<file path="config.mk">
export PLATFORM = sky130hd
export DESIGN_NAME = mem_wb_stage
export DESIGN_NICKNAME = d
export VERILOG_FILES = /design/src/rtl/cpu_pkg.sv /design/src/rtl/dmem_handshake.sv /design/src/rtl/mem_wb_stage.sv
export SDC_FILE = /design/constraint.sdc
export NUM_CORES = 1
export LEC_CHECK = 0
export CORE_MARGIN = 1.5
export CORE_UTILIZATION = 36
export CTS_BUF_LIST = sky130_fd_sc_hd__clkbuf_16
export DETAILED_ROUTE_END_ITERATION = 7
export HOLD_SLACK_MARGIN = 0.03
export PLACE_DENSITY = 0.84
export SLEW_MARGIN = 20
export SYNTH_ARGS = -nofsm -noshare
export SYNTH_HDL_FRONTEND = slang
export SYNTH_SLANG_ARGS = --single-unit
</file>
<file path="constraint.sdc">
create_clock -name clk -period 1.5 [get_ports clk]
set_input_delay 0.225 -clock clk [delete_from_list [all_inputs] [get_ports clk]]
set_output_delay 0.225 -clock clk [all_outputs]
set_load 0.01 [all_outputs]
</file>
<file path="src/rtl/cpu_pkg.sv">
// Types and defaults shared by the pipeline stages: MEM-stage handshake state,
// datapath/address widths and the ack-timeout counter width.
package cpu_pkg;

  localparam int DW_DEF          = 32;
  localparam int AW_DEF          = 32;
  localparam int CNT_W           = 4;
  localparam int ACK_TIMEOUT_DEF = 15;

  typedef enum logic {
    IDLE = 1'b0,
    WAIT = 1'b1
  } mem_state_e;

  // Control bits carried by the EX/MEM register alongside the data words.
  typedef struct packed {
    logic [4:0] rd;
    logic       reg_write;
    logic       mem_read;
    logic       mem_write;
    logic       mem_to_reg;
  } ex_mem_ctrl_t;

endpackage

</file>
<file path="src/rtl/dmem_handshake.sv">
// Data-memory req/ack sequencer: tracks an outstanding access, stalls the
// pipeline until ack, and forces completion after ACK_TIMEOUT wait cycles.
module dmem_handshake
  import cpu_pkg::*;
#(
  parameter int ACK_TIMEOUT = ACK_TIMEOUT_DEF
) (
  input  logic clk,
  input  logic rst_n,
  input  logic access,
  input  logic dmem_ack,
  output logic dmem_req,
  output logic stall,
  output logic timeout_err
);

  mem_state_e        state_q, state_d;
  logic [CNT_W-1:0]  count_q, count_d;
  logic              timeout_err_q, timeout_err_d;
  logic              timed_out;

  assign timed_out = (state_q == WAIT) && (count_q == CNT_W'(ACK_TIMEOUT));

  always_comb begin
    state_d       = state_q;
    timeout_err_d = timeout_err_q;
    unique case (state_q)
      IDLE: if (access && !dmem_ack) state_d = WAIT;
      WAIT: if (dmem_ack || timed_out) state_d = IDLE;
      default: state_d = IDLE;
    endcase
    // Counts WAIT cycles only; the first WAIT cycle sees zero.
    count_d = ((state_q == WAIT) && (state_d == WAIT)) ? count_q + CNT_W'(1) : '0;
    if (timed_out && !dmem_ack) timeout_err_d = 1'b1;
  end

  always_ff @(posedge clk) begin
    if (!rst_n) begin
      state_q       <= IDLE;
      count_q       <= '0;
      timeout_err_q <= 1'b0;
    end else begin
      state_q       <= state_d;
      count_q       <= count_d;
      timeout_err_q <= timeout_err_d;
    end
  end

  assign dmem_req    = access;
  assign stall       = access && !dmem_ack && !timed_out;
  assign timeout_err = timeout_err_q;

endmodule

</file>
<file path="src/rtl/mem_wb_stage.sv">
// EX/MEM register, data-memory access and MEM/WB register. Load data reaches
// the rest of the pipeline only through the registered _wb outputs.
module mem_wb_stage
  import cpu_pkg::*;
#(
  parameter int DW          = DW_DEF,
  parameter int AW          = AW_DEF,
  parameter int ACK_TIMEOUT = ACK_TIMEOUT_DEF
) (
  input  logic          clk,
  input  logic          rst_n,
  input  logic [DW-1:0] ALUResult_ex,
  input  logic [DW-1:0] MemWriteData_ex,
  input  logic [4:0]    RegWriteAddr_ex,
  input  logic          RegWrite_ex,
  input  logic          MemRead_ex,
  input  logic          MemWrite_ex,
  input  logic          MemtoReg_ex,
  output logic [DW-1:0] ALUResult_mem,
  output logic [4:0]    RegWriteAddr_mem,
  output logic          RegWrite_mem,
  output logic [DW-1:0] RegWriteData_wb,
  output logic [4:0]    RegWriteAddr_wb,
  output logic          RegWrite_wb,
  output logic          Stall_mem,
  output logic          dmem_req,
  output logic          dmem_we,
  output logic [AW-1:0] dmem_addr,
  output logic [DW-1:0] dmem_wdata,
  input  logic [DW-1:0] dmem_rdata,
  input  logic          dmem_ack,
  output logic          timeout_err
);

  ex_mem_ctrl_t  ctrl_q, ctrl_d;
  logic [DW-1:0] alu_result_q, alu_result_d;
  logic [DW-1:0] mem_wdata_q, mem_wdata_d;
  logic [DW-1:0] wb_data_q, wb_data_d;
  logic [4:0]    wb_addr_q, wb_addr_d;
  logic          wb_write_q, wb_write_d;
  logic          mem_access;
  logic [DW-1:0] load_data;

  assign mem_access = ctrl_q.mem_read | ctrl_q.mem_write;

  dmem_handshake #(
    .ACK_TIMEOUT(ACK_TIMEOUT)
  ) u_handshake (
    .clk        (clk),
    .rst_n      (rst_n),
    .access     (mem_access),
    .dmem_ack   (dmem_ack),
    .dmem_req   (dmem_req),
    .stall      (Stall_mem),
    .timeout_err(timeout_err)
  );

  // A forced (timed-out) completion has no ack, so it writes back zero.
  assign load_data = dmem_ack ? dmem_rdata : '0;

  always_comb begin
    ctrl_d       = ctrl_q;
    alu_result_d = alu_result_q;
    mem_wdata_d  = mem_wdata_q;
    if (!Stall_mem) begin
      ctrl_d.rd         = RegWriteAddr_ex;
      ctrl_d.reg_write  = RegWrite_ex;
      ctrl_d.mem_read   = MemRead_ex;
      ctrl_d.mem_write  = MemWrite_ex;
      ctrl_d.mem_to_reg = MemtoReg_ex;
      alu_result_d      = ALUResult_ex;
      mem_wdata_d       = MemWriteData_ex;
    end
  end

  // Stalled cycles push an all-zero bubble so the older instr writes back once.
  always_comb begin
    wb_data_d  = '0;
    wb_addr_d  = '0;
    wb_write_d = 1'b0;
    if (!Stall_mem) begin
      wb_data_d  = ctrl_q.mem_to_reg ? load_data : alu_result_q;
      wb_addr_d  = ctrl_q.rd;
      wb_write_d = ctrl_q.reg_write;
    end
  end

  always_ff @(posedge clk) begin
    if (!rst_n) begin
      ctrl_q       <= '0;
      alu_result_q <= '0;
      mem_wdata_q  <= '0;
      wb_data_q    <= '0;
      wb_addr_q    <= '0;
      wb_write_q   <= 1'b0;
    end else begin
      ctrl_q       <= ctrl_d;
      alu_result_q <= alu_result_d;
      mem_wdata_q  <= mem_wdata_d;
      wb_data_q    <= wb_data_d;
      wb_addr_q    <= wb_addr_d;
      wb_write_q   <= wb_write_d;
    end
  end

  assign ALUResult_mem    = alu_result_q;
  assign RegWriteAddr_mem = ctrl_q.rd;
  assign RegWrite_mem     = ctrl_q.reg_write;
  assign RegWriteData_wb  = wb_data_q;
  assign RegWriteAddr_wb  = wb_addr_q;
  assign RegWrite_wb      = wb_write_q;
  assign dmem_we          = ctrl_q.mem_write;
  assign dmem_addr        = alu_result_q[AW-1:0];
  assign dmem_wdata       = mem_wdata_q;

endmodule

</file>
==> results.ini <==
[timing]
setup_total_negative_slack_ns=-17.62
finalSetupViolCount=74
worst_slew_pin_slew_ns=0.334
post-route-period-util_pct=121
final_hold_slack_ns=0.251
slew_violations=0
final_critical_period_ns=1.82
slew_headroom_pct=77.8
hold_viol=0
max_clock_freq_mhz=549
fin_skew_ns=0.00600
unrepaired_setup_endpoints_after_global_routing=yes
layout_setup_ws_ns=-0.322

[cells_and_area]
antenna-diode-count=0
fillCellCount=1118
layout-drive-gt1-share_pct=9.44
area_growth_syn_to_layout_pct=64.5
finish.net_count=870

[route]
detail-route-antenna-nets=0
postRouteWirelength_mm=12.8
vias=4238
post_drt_via_cell_ratio=4.47
detail_route.iter0.violations=154
post-route-drc-count=0
routed_wire_length_per_instance_um=13.4
dr.pass1.iters=4

[logic_synthesis]
syn_inst=532
postSynthAreaPerCell_um2=9.05
synth_top_area_share_pct=48.6
synth-seq-area-share_pct=48.6
synth_xor_area_share_pct=0.364
synth_top_family_by_area=simple AND/OR/NAND/NOR gates
mappedNetlistArea_um2=4820
synth.mux.area_fraction_pct=15.2
fraction_of_registers_with_async_set_or_reset_after_synthesis_pct=0
synth.distinct_cells=28
post_synth_fa_ha_maj_area_fraction_pct=0.260
top_count_cell_post_synth=nand2_1
synth_top_cell_by_area=dfxtp_1
synth.yosys.warnings=0
syn_nets=641
number_of_synthesized_flops_with_an_enable_pin=0
ys_ff_latch=117
synth_compound_area_share_pct=3.82
post_synth_and_or_nand_nor_area_fraction_pct=20.5
synthFlopType=dfxtp_1
netlist_top_cells_area=dfxtp_1 49%, mux2i_1 15%, nand2_1 11%, buf_4 5.9%, nor2b_1 4.2%
yosys-top-cells-count=146 x nand2_1, 117 x dfxtp_1, 73 x mux2i_1

[clock_tree]
clk_pin_slew_worst_paths_ns=0.05
postCtsHoldBufs=0
clock_tree_from_tritoncts=yes
worst_skew_pair.late_latency_ns=0.40
root_buffer=clkbuf_16
cts_max_level=4
numClockSinks=117
cts_buffers=17
ctsLongestPathBuffers=2

[critical_path]
critPathCaptureType=output port
timing.critical_path.arrival_ns=1.60
critPathSlowestCell=or3_4
worstSetupPathType=reg -> out
max_stage_delay_ns=0.38
critical_path.max_fanout=2
cp-start-kind=flop
worst-r2r-setup-slack_ns=-0.32
timing.critical_path.required_ns=1.27
r2r-start=u_handshake.count_q[0]
crit_path_cell_trace=ha_4 -> and4_4 -> or3_4 -> inv_4 -> buf_6
regToRegEndpoint=ALUResult_mem[2]
path_depth_of_the_worst_reg2reg_path=7

[die]
rows=42
ios=252
initial_core_utilization_pct=36.7
die_x_um=119
fp.coreArea_um2=13100
die_area_um2=14100
floorplan.die.height_um=119

[placement]
gp_congestion=0.772
detailed_place_hpwl_mm=9.11
count_of_buffers_from_port_buffering=251

[global_routing]
vias_in_the_first_global_route=3977
grt_antenna_before_repair=0
grt_pass1_wl_mm=20.3
globalRouteTotalUtil_pct=18.5
grt_overflow_total=0
largest_net_degree_at_the_start_of_global_routing=58

[power_and_ir_drop]
power_density_nw_per_um2=1120
total_power_uw=8840
p_leak_uw=0.00391
vdd.ir_drop.worst_uv=582

[run_status]
violated_checks=negative setup slack
run_status=finished, violations left

[job]
max_cap_violations=0

[min_path]
hold_path.class=in -> reg
hold_path_depth=3
timing.hold.worst.start=rst_n
whs_endpoint=dmem_wdata[2]

-- through the flow --
| stage | instances | area [um^2] | worst slack [ns] | utilization (%) |
|---|---|---|---|---|
| 2_1_floorplan | 532 | 4830 | -0.152 | - |
| 3_3_place_gp | 913 | 7320 | -0.413 | 55.7 |
| 3_5_place_dp | 913 | 7320 | -0.474 | 55.7 |
| 4_1_cts | 948 | 7850 | -0.349 | 59.7 |
| 5_1_grt | 949 | 7920 | -0.383 | 60.3 |
| 6_report | 949 | 7920 | -0.322 | 60.3 |
-- flip-flops by register name (all words and copies together) (netlist names) --
register	cells
RegWriteData_wb	32
dmem_we	1
u_handshake.timeout_err	1
u_handshake.state_q	1
u_handshake.count_q	4
RegWrite_wb	1
RegWriteAddr_mem	5
ALUResult_mem	32
ctrl_q	2
RegWriteAddr_wb	5
RegWrite_mem	1
dmem_wdata	32
-- layout by cell type, fill, tap and decap left out, types with 2 or more instances in the layout --
cell	n
a21oi_1	32
and3_1	6
buf_12	5
buf_16	3
buf_4	21
buf_6	3
bufinv_16	3
clkbuf_16	17
clkdlybuf4s50_1	116
clkinv_1	3
clkinv_2	4
dfxtp_1	111
dfxtp_2	6
dlygate4sd2_1	111
dlymetal6s2s_1	21
inv_1	4
mux2i_1	73
nand2_1	146
nand3_1	2
nor2_1	35
nor2b_1	32
-- power by group --
| group | switching [uW] | internal (uW) |
|---|---|---|
| registers | 126 | 3330 |
| logic | 640 | 850 |
| clock network | 1340 | 2550 |
-- kinds of logic after synthesis --
group / Yosys count
AOI/OAI and AO/OA: 35
xor gates and xnor gates: 2
adders and majority gates: 1
buffers and inverters: 75
DFF: 117
muxes: 73
and+or+nand+nor: 229
-- critical path: cells and delay by family (launching register included) --
family        cells  cell delay, ns
fa+ha+maj         1            0.16
flops             1            0.33
simple gates      2            0.52
buf+inv           2            0.19
-- per-layer routing --
layer	global-route usage (%)	part of all wire (%)
met1	20.9	42
met2	31.3	49
met3	6.23	6.6
met4	8.89	2.6
met5	0	0
-- area by class of cell --
class	instances	area [um^2]	area share, %
Timing Repair Buffer	282	2810	35.4
Inverter	3	13.8	0.174
Sequential cell	117	2350	29.7
Tap cell	176	220	2.78
Multi-Input combinational cell	340	1960	24.7
Clock inverter	14	145	1.83
Clock buffer	17	425	5.37
-- repair_timing --
action,4_1_cts,5_1_grt
hold endpoints to repair,0,0
resized for setup,128,26
gates cloned,2,0
buffers inserted,2,1
setup endpoints to repair,193,104
pin swaps,4,1
-- how the worst max path moves through the flow --
stage / start / endpoint / slack (ns)
2_1_floorplan: u_handshake.count_q[0] / ctrl_q[0] / -0.15
3_3_place_gp: dmem_ack / ALUResult_mem[5] / -0.41
3_5_place_dp: u_handshake.count_q[1] / ALUResult_mem[5] / -0.47
4_1_cts: u_handshake.count_q[0] / Stall_mem / -0.35
5_1_grt: u_handshake.count_q[0] / Stall_mem / -0.38
6_report: u_handshake.count_q[0] / Stall_mem / -0.32
(Power assumes the default switching activity.)
